`src/rtl/memset_engine_if.sv`:
```
// -----------------------------------------------------------------------------
// memset_engine_if
//   Bundles the job handshake (start/params/busy/finish/results) and the
//   single-port RAM port of memset_engine.
//
//   modport slave  : the engine side (takes job requests, drives the RAM port)
//   modport master : the requester / memory side (issues jobs, returns read data)
//
//   Signals:
//     start, m, c, n, incr          job request and parameters
//     busy, finish, return_val      job status and result
//     error, error_count            read-back verification result
//     memory_controller_address     RAM address
//     memory_controller_write_enable RAM write strobe
//     memory_controller_in          RAM write data
//     memory_controller_out         RAM read data (one cycle after address)
// -----------------------------------------------------------------------------
interface memset_engine_if #(
    parameter int ADDR_WIDTH = 5,
    parameter int DATA_WIDTH = 8,
    parameter int LEN_WIDTH  = ADDR_WIDTH + 1
);
    logic                  start;
    logic [ADDR_WIDTH-1:0] m;
    logic [DATA_WIDTH-1:0] c;
    logic [LEN_WIDTH-1:0]  n;
    logic                  incr;
    logic                  busy;
    logic                  finish;
    logic [ADDR_WIDTH-1:0] return_val;
    logic                  error;
    logic [LEN_WIDTH-1:0]  error_count;
    logic [ADDR_WIDTH-1:0] memory_controller_address;
    logic                  memory_controller_write_enable;
    logic [DATA_WIDTH-1:0] memory_controller_in;
    logic [DATA_WIDTH-1:0] memory_controller_out;

    modport slave (
        input  start, m, c, n, incr, memory_controller_out,
        output busy, finish, return_val, error, error_count,
        output memory_controller_address, memory_controller_write_enable,
        output memory_controller_in
    );

    modport master (
        output start, m, c, n, incr, memory_controller_out,
        input  busy, finish, return_val, error, error_count,
        input  memory_controller_address, memory_controller_write_enable,
        input  memory_controller_in
    );
endinterface

```
`src/rtl/memset_engine.sv`:
```
// -----------------------------------------------------------------------------
// memset_engine
//   Fills a contiguous (wrapping) region of a single-port RAM with either a
//   constant word or an incrementing pattern, one access per cycle, and
//   reports completion with a one-cycle finish pulse.
//
//   Optional feature macro: MEMSET_ENGINE_VERIFY_EN
//     defined     : after the fill, the region is read back and compared;
//                   error / error_count report the number of mismatches.
//     not defined : fill goes straight to completion; error and error_count
//                   are tied to zero and the RAM read data is ignored.
//
//   Ports:
//     clk    single clock, all state on the rising edge
//     reset  asynchronous, active-low; clears all state immediately
//     bus    memset_engine_if.slave: job handshake + RAM port
//
//   All RAM-port outputs and status outputs are registered. busy rises on the
//   accept edge and falls after the finish cycle, so a held start sees at
//   least one cycle with busy low before the next job is accepted.
// -----------------------------------------------------------------------------
module memset_engine #(
    parameter int ADDR_WIDTH = 5,
    parameter int DATA_WIDTH = 8,
    parameter int LEN_WIDTH  = ADDR_WIDTH + 1
) (
    input  logic            clk,
    input  logic            reset,
    memset_engine_if.slave  bus
);
    localparam int DEPTH = 2 ** ADDR_WIDTH;

    typedef enum logic [2:0] {
        IDLE   = 3'd0,
        FILL   = 3'd1,
        VERIFY = 3'd2,
        DRAIN  = 3'd3,
        DONE   = 3'd4
    } state_t;

    // Requested lengths beyond the RAM size clamp to one full pass, so no
    // address is written twice.
    function automatic logic [LEN_WIDTH-1:0] sat_len(input logic [LEN_WIDTH-1:0] req);
        if (LEN_WIDTH > ADDR_WIDTH && req > LEN_WIDTH'(DEPTH)) begin
            return LEN_WIDTH'(DEPTH);
        end
        return req;
    endfunction

    function automatic logic [ADDR_WIDTH-1:0] addr_at(input logic [ADDR_WIDTH-1:0] base,
                                                      input logic [LEN_WIDTH-1:0]  i);
        // Truncation to ADDR_WIDTH gives the modulo-DEPTH wrap.
        return base + ADDR_WIDTH'(i);
    endfunction

    function automatic logic [DATA_WIDTH-1:0] word_at(input logic [DATA_WIDTH-1:0] base,
                                                      input logic                  inc,
                                                      input logic [LEN_WIDTH-1:0]  i);
        return inc ? base + DATA_WIDTH'(i) : base;
    endfunction

    state_t                state_q, state_d;
    logic [LEN_WIDTH-1:0]  idx_q, idx_d;     // index of the next word to issue
    logic [LEN_WIDTH-1:0]  len_q, len_d;
    logic [ADDR_WIDTH-1:0] m_q, m_d;
    logic [DATA_WIDTH-1:0] c_q, c_d;
    logic                  incr_q, incr_d;
    logic [ADDR_WIDTH-1:0] addr_q, addr_d;
    logic                  we_q, we_d;
    logic [DATA_WIDTH-1:0] din_q, din_d;
    logic                  busy_q, busy_d;
    logic                  finish_q, finish_d;
    logic [ADDR_WIDTH-1:0] ret_q, ret_d;

`ifdef MEMSET_ENGINE_VERIFY_EN
    // rd_*: a read is on the RAM port this cycle with its expected word.
    // chk_*: that read's data is on memory_controller_out this cycle.
    logic                  rd_vld_q, rd_vld_d;
    logic [DATA_WIDTH-1:0] rd_exp_q, rd_exp_d;
    logic                  chk_vld_q, chk_vld_d;
    logic [DATA_WIDTH-1:0] chk_exp_q, chk_exp_d;
    logic                  err_q, err_d;
    logic [LEN_WIDTH-1:0]  err_cnt_q, err_cnt_d;
`else
    logic [DATA_WIDTH-1:0] unused_mc_out;
    assign unused_mc_out = bus.memory_controller_out;
`endif

    always_comb begin
        state_d  = state_q;
        idx_d    = idx_q;
        len_d    = len_q;
        m_d      = m_q;
        c_d      = c_q;
        incr_d   = incr_q;
        addr_d   = addr_q;
        we_d     = 1'b0;
        din_d    = din_q;
        busy_d   = busy_q;
        finish_d = 1'b0;
        ret_d    = ret_q;
`ifdef MEMSET_ENGINE_VERIFY_EN
        rd_vld_d  = 1'b0;
        rd_exp_d  = rd_exp_q;
        chk_vld_d = rd_vld_q;
        chk_exp_d = rd_exp_q;
        err_d     = err_q;
        err_cnt_d = err_cnt_q;
        if (chk_vld_q && (bus.memory_controller_out != chk_exp_q)) begin
            err_cnt_d = err_cnt_q + LEN_WIDTH'(1);
        end
`endif

        // busy covers the finish cycle, then drops for at least one cycle.
        if (finish_q) begin
            busy_d = 1'b0;
        end

        case (state_q)
            IDLE: begin
                if (bus.start && !busy_q) begin
                    m_d    = bus.m;
                    c_d    = bus.c;
                    incr_d = bus.incr;
                    len_d  = sat_len(bus.n);
                    busy_d = 1'b1;
`ifdef MEMSET_ENGINE_VERIFY_EN
                    err_d     = 1'b0;
                    err_cnt_d = '0;
`endif
                    if (bus.n == '0) begin
                        state_d = DONE;
                    end else begin
                        // Word 0 goes out on the accept edge itself.
                        state_d = FILL;
                        addr_d  = bus.m;
                        din_d   = bus.c;
                        we_d    = 1'b1;
                        idx_d   = LEN_WIDTH'(1);
                    end
                end
            end

            FILL: begin
                if (idx_q < len_q) begin
                    addr_d = addr_at(m_q, idx_q);
                    din_d  = word_at(c_q, incr_q, idx_q);
                    we_d   = 1'b1;
                    idx_d  = idx_q + LEN_WIDTH'(1);
                end else begin
`ifdef MEMSET_ENGINE_VERIFY_EN
                    state_d  = VERIFY;
                    addr_d   = m_q;
                    rd_vld_d = 1'b1;
                    rd_exp_d = c_q;
                    idx_d    = LEN_WIDTH'(1);
`else
                    state_d = DONE;
`endif
                end
            end

`ifdef MEMSET_ENGINE_VERIFY_EN
            VERIFY: begin
                if (idx_q < len_q) begin
                    addr_d   = addr_at(m_q, idx_q);
                    rd_vld_d = 1'b1;
                    rd_exp_d = word_at(c_q, incr_q, idx_q);
                    idx_d    = idx_q + LEN_WIDTH'(1);
                end else begin
                    state_d = DRAIN;
                end
            end

            DRAIN: begin
                state_d = DONE;
            end
`endif

            DONE: begin
                state_d  = IDLE;
                finish_d = 1'b1;
                ret_d    = m_q;
`ifdef MEMSET_ENGINE_VERIFY_EN
                err_d    = (err_cnt_q != '0);
`endif
            end

            default: begin
                state_d = IDLE;
            end
        endcase
    end

    always_ff @(posedge clk or negedge reset) begin
        if (!reset) begin
            state_q  <= IDLE;
            idx_q    <= '0;
            len_q    <= '0;
            m_q      <= '0;
            c_q      <= '0;
            incr_q   <= 1'b0;
            addr_q   <= '0;
            we_q     <= 1'b0;
            din_q    <= '0;
            busy_q   <= 1'b0;
            finish_q <= 1'b0;
            ret_q    <= '0;
        end else begin
            state_q  <= state_d;
            idx_q    <= idx_d;
            len_q    <= len_d;
            m_q      <= m_d;
            c_q      <= c_d;
            incr_q   <= incr_d;
            addr_q   <= addr_d;
            we_q     <= we_d;
            din_q    <= din_d;
            busy_q   <= busy_d;
            finish_q <= finish_d;
            ret_q    <= ret_d;
        end
    end

`ifdef MEMSET_ENGINE_VERIFY_EN
    always_ff @(posedge clk or negedge reset) begin
        if (!reset) begin
            rd_vld_q  <= 1'b0;
            rd_exp_q  <= '0;
            chk_vld_q <= 1'b0;
            chk_exp_q <= '0;
            err_q     <= 1'b0;
            err_cnt_q <= '0;
        end else begin
            rd_vld_q  <= rd_vld_d;
            rd_exp_q  <= rd_exp_d;
            chk_vld_q <= chk_vld_d;
            chk_exp_q <= chk_exp_d;
            err_q     <= err_d;
            err_cnt_q <= err_cnt_d;
        end
    end

    assign bus.error       = err_q;
    assign bus.error_count = err_cnt_q;
`else
    assign bus.error       = 1'b0;
    assign bus.error_count = '0;
`endif

    assign bus.busy                           = busy_q;
    assign bus.finish                         = finish_q;
    assign bus.return_val                     = ret_q;
    assign bus.memory_controller_address      = addr_q;
    assign bus.memory_controller_write_enable = we_q;
    assign bus.memory_controller_in           = din_q;

endmodule

```
`src/flat_wrapper.sv`:
```
// flat-port wrapper written by rule: the top's interface ports become plain ports
module memset_engine_flat 
#(
    parameter int ADDR_WIDTH = 5,
    parameter int DATA_WIDTH = 8,
    parameter int LEN_WIDTH  = ADDR_WIDTH + 1
)
  (clk, reset, bus_start, bus_m, bus_c, bus_n, bus_incr, bus_memory_controller_out, bus_busy, bus_finish, bus_return_val, bus_error, bus_error_count, bus_memory_controller_address, bus_memory_controller_write_enable, bus_memory_controller_in);
  memset_engine_if #(.ADDR_WIDTH(ADDR_WIDTH), .DATA_WIDTH(DATA_WIDTH), .LEN_WIDTH(LEN_WIDTH)) bus_i ();
  input  logic clk;
  input  logic reset;
  input wire logic [$bits(bus_i.start)-1:0] bus_start;
  input wire logic [$bits(bus_i.m)-1:0] bus_m;
  input wire logic [$bits(bus_i.c)-1:0] bus_c;
  input wire logic [$bits(bus_i.n)-1:0] bus_n;
  input wire logic [$bits(bus_i.incr)-1:0] bus_incr;
  input wire logic [$bits(bus_i.memory_controller_out)-1:0] bus_memory_controller_out;
  output wire logic [$bits(bus_i.busy)-1:0] bus_busy;
  output wire logic [$bits(bus_i.finish)-1:0] bus_finish;
  output wire logic [$bits(bus_i.return_val)-1:0] bus_return_val;
  output wire logic [$bits(bus_i.error)-1:0] bus_error;
  output wire logic [$bits(bus_i.error_count)-1:0] bus_error_count;
  output wire logic [$bits(bus_i.memory_controller_address)-1:0] bus_memory_controller_address;
  output wire logic [$bits(bus_i.memory_controller_write_enable)-1:0] bus_memory_controller_write_enable;
  output wire logic [$bits(bus_i.memory_controller_in)-1:0] bus_memory_controller_in;
  assign bus_i.start = bus_start;
  assign bus_i.m = bus_m;
  assign bus_i.c = bus_c;
  assign bus_i.n = bus_n;
  assign bus_i.incr = bus_incr;
  assign bus_i.memory_controller_out = bus_memory_controller_out;
  assign bus_busy = bus_i.busy;
  assign bus_finish = bus_i.finish;
  assign bus_return_val = bus_i.return_val;
  assign bus_error = bus_i.error;
  assign bus_error_count = bus_i.error_count;
  assign bus_memory_controller_address = bus_i.memory_controller_address;
  assign bus_memory_controller_write_enable = bus_i.memory_controller_write_enable;
  assign bus_memory_controller_in = bus_i.memory_controller_in;
  memset_engine #(.ADDR_WIDTH(ADDR_WIDTH), .DATA_WIDTH(DATA_WIDTH), .LEN_WIDTH(LEN_WIDTH)) u_core (.clk(clk), .reset(reset), .bus(bus_i));
endmodule
```
`config.mk`:
```
export PLATFORM = sky130hd
export DESIGN_NAME = memset_engine_flat
export DESIGN_NICKNAME = d
export VERILOG_FILES = /design/src/rtl/memset_engine_if.sv /design/src/rtl/memset_engine.sv /design/src/flat_wrapper.sv
export SDC_FILE = /design/constraint.sdc
export NUM_CORES = 1
export LEC_CHECK = 0
export ABC_AREA = 0
export BUFFER_PORTS_ARGS = -buffer_cell sky130_fd_sc_hd__buf_4
export CORE_ASPECT_RATIO = 0.7
export CORE_MARGIN = 10
export CORE_UTILIZATION = 54
export DETAILED_ROUTE_END_ITERATION = 8
export PLACE_DENSITY = 0.79
export RECOVER_POWER = 50
export SETUP_SLACK_MARGIN = 0.3
export SYNTH_ARGS = -nofsm -noshare
export SYNTH_HDL_FRONTEND = slang
export SYNTH_SLANG_ARGS = --single-unit
```
`constraint.sdc`:
```
create_clock -name clk -period 2.4 [get_ports clk]
set_input_delay 0 -clock clk [delete_from_list [all_inputs] [get_ports clk]]
set_output_delay 0 -clock clk [all_outputs]
set_load 0.02 [all_outputs]
```
==> qor.txt <==
========================================================================================
Run status ................................................................    completed
PD cells .................................................................. 459.9 nW/um^2
1st-iter DRT viols ........................................................          206
Highest Signal Layer ......................................................         met4
Unrepaired setup endpoints after global routing ...........................         true
Share of the clock period used by the worst path after layout .............       87.44%
Sequential cell area fraction in the yosys report .........................       44.97%
Net switching power figure ................................................  0.0003321 W
Buffers added on ports ....................................................           43
Area of the core ..........................................................    4835 um^2
Avg Synthesized Cell Area .................................................   9.434 um^2
Smallest setup slack after layout .........................................     301.5 ps
Dominant synthesized flop cell ............................................ sky130_fd_sc_hd__dfrtp_1
Startpoint-to-endpoint class of the critical path ......................... flip-flop to flip-flop
Fraction of power consumed by the clock network ...........................        43.3%
Slew at the pin closest to its max-slew limit .............................      1197 ps
Worst slack after detailed placement ......................................     307.4 ps
Clock root buffer ......................................................... sky130_fd_sc_hd__clkbuf_8
IR Drop Worst-Case VDD ....................................................     351.5 uV
Final number of setup-violating endpoints .................................            0
Vertical extent of the die ................................................     79.45 um
H-tree level count ........................................................            2
CTS Buffer Depth ..........................................................            2
Top achievable clock speed ................................................    476.5 MHz
Cell variety after synth ..................................................           44
CP max stage cell ......................................................... sky130_fd_sc_hd__or4_4
Vias ......................................................................         2378
Antenna cells .............................................................            0
DRT antenna net count .....................................................            0
Placer's final routability congestion estimate ............................       0.7964
Startpoint of the worst-slack reg-to-reg timing path ...................... u_core.idx_q[2]
Pin count of the biggest net entering global routing ......................           50
Worst endpoint data arrival time ..........................................      2340 ps
Hold Worst Slack ..........................................................     146.9 ps
Wire length reported by the detailed router ...............................      7149 um
Average routed wire per standard cell .....................................     16.47 um
Congestion Overflow GR ....................................................            0
Setup TNS Final ...........................................................         0 ps
Global-route wire length before repair ....................................     11200 um
Startpoint of the lowest-slack hold path ..................................    bus_start
Total Nets Final ..........................................................          413
Path length in cells of the critical path .................................            6
Crit path max fanout ......................................................            4
Number of vias per cell ...................................................        5.479
Aggregate global-route resource usage .....................................       16.32%
Total half-perimeter wirelength after legalization and detailed placement .      4959 um
Initial standard-cell utilization of the core .............................       56.39%
TritonCTS Buffers .........................................................            5
Hold Path Class ........................................................... input port to flip-flop
Clk_skew ..................................................................     10.46 ps
Area growth syn-to-layout .................................................       29.14%
Share of final-layout standard cells stronger than drive strength 1 .......       21.37%
Endpoint class of the critical path .......................................    flip-flop
Number of global-route vias before repair .................................         2255
Switching power as a share of total power .................................       20.51%
Worst reg2reg path endpoint ............................................... u_core.idx_q[5]
Clock network latency to the later pin of the worst-skew pair .............       310 ps
Post-synthesis sequential element count ...................................           49
Number of max-cap violations ..............................................            0
Hold Vio Cnt, Final .......................................................            0
Pwr Total .................................................................   0.001619 W
Number of antenna violations at the first check in global routing .........            0
FP Rows ...................................................................           21
Number of DRC violations after detailed routing ...........................            0
Startpoint of the most critical setup path ................................ u_core.idx_q[2]
Clock Sinks ...............................................................           49
Proportion of synthesized flip-flops having asynchronous set or reset .....       100.0%
Count of synthesis-stage warnings from yosys ..............................            0
Area of the mapped netlist ................................................    2726 um^2
Reg clk slew, reported paths ..............................................       100 ps
Count of flip-flops with a built-in enable after synthesis ................            0
Met2 routed wirelength ....................................................      3264 um
Top-Level Pins ............................................................           59
Final Critical Period .....................................................      2099 ps
Reg-to-reg slack, setup ...................................................       300 ps
Wire length the detailed router placed on met1 ............................      3321 um
Required arrival time at the worst endpoint ...............................      2640 ps
Cell family with most CP delay ............................................ compound AO/OA/AOI/OAI gates
Biggest cell delay along the critical path ................................       540 ps
TritonCTS clock tree ......................................................          yes
Number of buffers and inverters on the critical path ......................            0
Startpoint types ..........................................................    flip-flop
Pre-Repair DR Iteration Count .............................................            5
Chip Width ................................................................     104.9 um
Length of routed met3 wiring ..............................................       504 um
Logic pwr share ...........................................................         5.8%
Total count of max-transition violations in the final report ..............            0
Part of the power in registers ............................................        50.9%
Crit-path cells ........................................................... ha_1, a21o_1, a31oi_1, o21ai_2, or4_4, a21oi_2
Cell-internal power .......................................................   0.001287 W
Max transition margin .....................................................       20.20%
Destination of the critical timing path ................................... u_core.idx_q[5]
Die outline area ..........................................................    8336 um^2
Synth Instances ...........................................................          289
Number of cells traversed by the worst register-to-register path ..........            6
Leakage power .............................................................     1.682 nW
========================================================================================
==> power by group through the flow <==
stage | logic, W | registers [W] | clock network [W]
detailed placement | 0.0000665 | 0.000841 | 0
CTS | 0.0000937 | 0.000825 | 0.000704
finish | 0.0000940 | 0.000825 | 0.000701
floorplan | 0.0000243 | 0.000841 | 0
global placement | 0.0000660 | 0.000841 | 0
global route | 0.000103 | 0.000825 | 0.000740
==> kinds of logic (layout without fill, tap and decap cells) <==
| kind of cell | Yosys count | after routing | synth area share, % |
|---|---|---|---|
| compound gates | 61 | 61 | 14.50 |
| xor+xnor | 5 | 5 | 1.607 |
| fa+ha+maj | 18 | 18 | 8.811 |
| buf+inv | 31 | 101 | 5.553 |
| flops | 49 | 49 | 44.97 |
| mux | 12 | 12 | 4.773 |
| other cells | 1 | 7 | 0.1375 |
| simple gates | 112 | 112 | 19.64 |
==> per-stage QoR <==
stage               cells  area [um^2]  utilization, %
finish                434         3521           72.83
CTS                   427         3468           71.74
detailed placement    398         3123           64.60
global placement      398         3123           64.60
floorplan             295         2749               -
global route          434         3521           72.83
==> sequential cells by signal, indices dropped and copies added (netlist names) <==
register	count
u_core.idx_q	6
u_core.state_q	2
u_core.len_q	6
u_core.m_q	5
u_core.incr_q	1
u_core.bus.memory_controller_address	5
u_core.bus.busy	1
u_core.bus.memory_controller_write_enable	1
u_core.bus.return_val	5
u_core.c_q	8
u_core.bus.memory_controller_in	8
u_core.bus.finish	1
==> area by class of cell <==
class	instances	area (um^2)
clock buffers	5	68.82
clock inverters	3	65.06
fillers	381	1314
inverters	13	48.80
multi-input cells	215	1406
flip-flops and latches	49	1229
well taps	69	86.33
repair buffers	80	616.8
==> Yosys cell counts, drive strengths merged, types with 6 or more instances <==
library cell	count	area [um^2]
nand3	10	50.05
o21ai	22	113.9
nor2	14	55.06
nand2	54	202.7
nor3	7	35.03
clkbuf	8	30.03
nor2b	6	37.54
buf	10	72.56
mux2	8	90.09
ha	16	200.2
inv	13	48.80
a21oi	11	55.05
dfrtp	49	1226
==> layout by cell type (no fill, tap or decap), types with 2 or more instances in the layout <==
master and n:
sky130_fd_sc_hd__nand3_1 10, sky130_fd_sc_hd__nor2_1 13, sky130_fd_sc_hd__nor3b_1 4, sky130_fd_sc_hd__dlygate4sd3_1 21, sky130_fd_sc_hd__a221o_1 3, sky130_fd_sc_hd__clkbuf_1 10
sky130_fd_sc_hd__a21oi_1 10, sky130_fd_sc_hd__dfrtp_2 2, sky130_fd_sc_hd__conb_1 7, sky130_fd_sc_hd__fa_1 2, sky130_fd_sc_hd__ha_1 14, sky130_fd_sc_hd__nor2b_1 5
sky130_fd_sc_hd__nand2_1 54, sky130_fd_sc_hd__mux2_2 8, sky130_fd_sc_hd__o211ai_1 3, sky130_fd_sc_hd__o21a_1 3, sky130_fd_sc_hd__a31oi_1 5, sky130_fd_sc_hd__nor4b_1 2
sky130_fd_sc_hd__xnor2_1 3, sky130_fd_sc_hd__bufinv_16 2, sky130_fd_sc_hd__inv_1 12, sky130_fd_sc_hd__clkbuf_8 5, sky130_fd_sc_hd__buf_4 47, sky130_fd_sc_hd__o21ai_0 20
sky130_fd_sc_hd__nand2b_1 2, sky130_fd_sc_hd__a21o_1 4, sky130_fd_sc_hd__xor2_1 2, sky130_fd_sc_hd__o31ai_1 4, sky130_fd_sc_hd__a211oi_1 2, sky130_fd_sc_hd__nand3b_1 5
sky130_fd_sc_hd__mux2i_1 4, sky130_fd_sc_hd__dfrtp_1 47, sky130_fd_sc_hd__nor3_1 7
==> worst min path at each step <==
stage                                                    end  slack [ps]  depth (start not counted)
final                                      u_core.state_q[2]         150                          4
after global routing                       u_core.state_q[2]         170                          4
after floorplan                              u_core.bus.busy        -300                          0
after global placement    u_core.bus.memory_controller_in[0]          60                          1
after detailed placement  u_core.bus.memory_controller_in[0]          60                          1
after CTS                                  u_core.state_q[2]         140                          4
==> worst reg2reg max path: cells and delay by family, from the launching register on <==
kind | cells | cell delay, ps
AOI/OAI and AO/OA | 4 | 790
adders and majority gates | 1 | 300
DFF | 1 | 400
and+or+nand+nor | 1 | 540
==> metal layers <==
metal	vias up	track usage, %
met1	1120	22.07
met4	0	3.279
met2	105	25.87
met5	-	0
met3	8	4.274
li1	1145	-
==> repair_timing <==
action / CTS / global route
setup buffers: 0 / 7
resized for setup: 1 / 11
endpoints found under the hold margin: 77 / 0
gates cloned: 0 / 0
pin swaps: 0 / 1
hold buffers: 21 / 0
setup endpoints to repair: 2 / 10
Note: power is estimated with default switching activity, not from simulation.
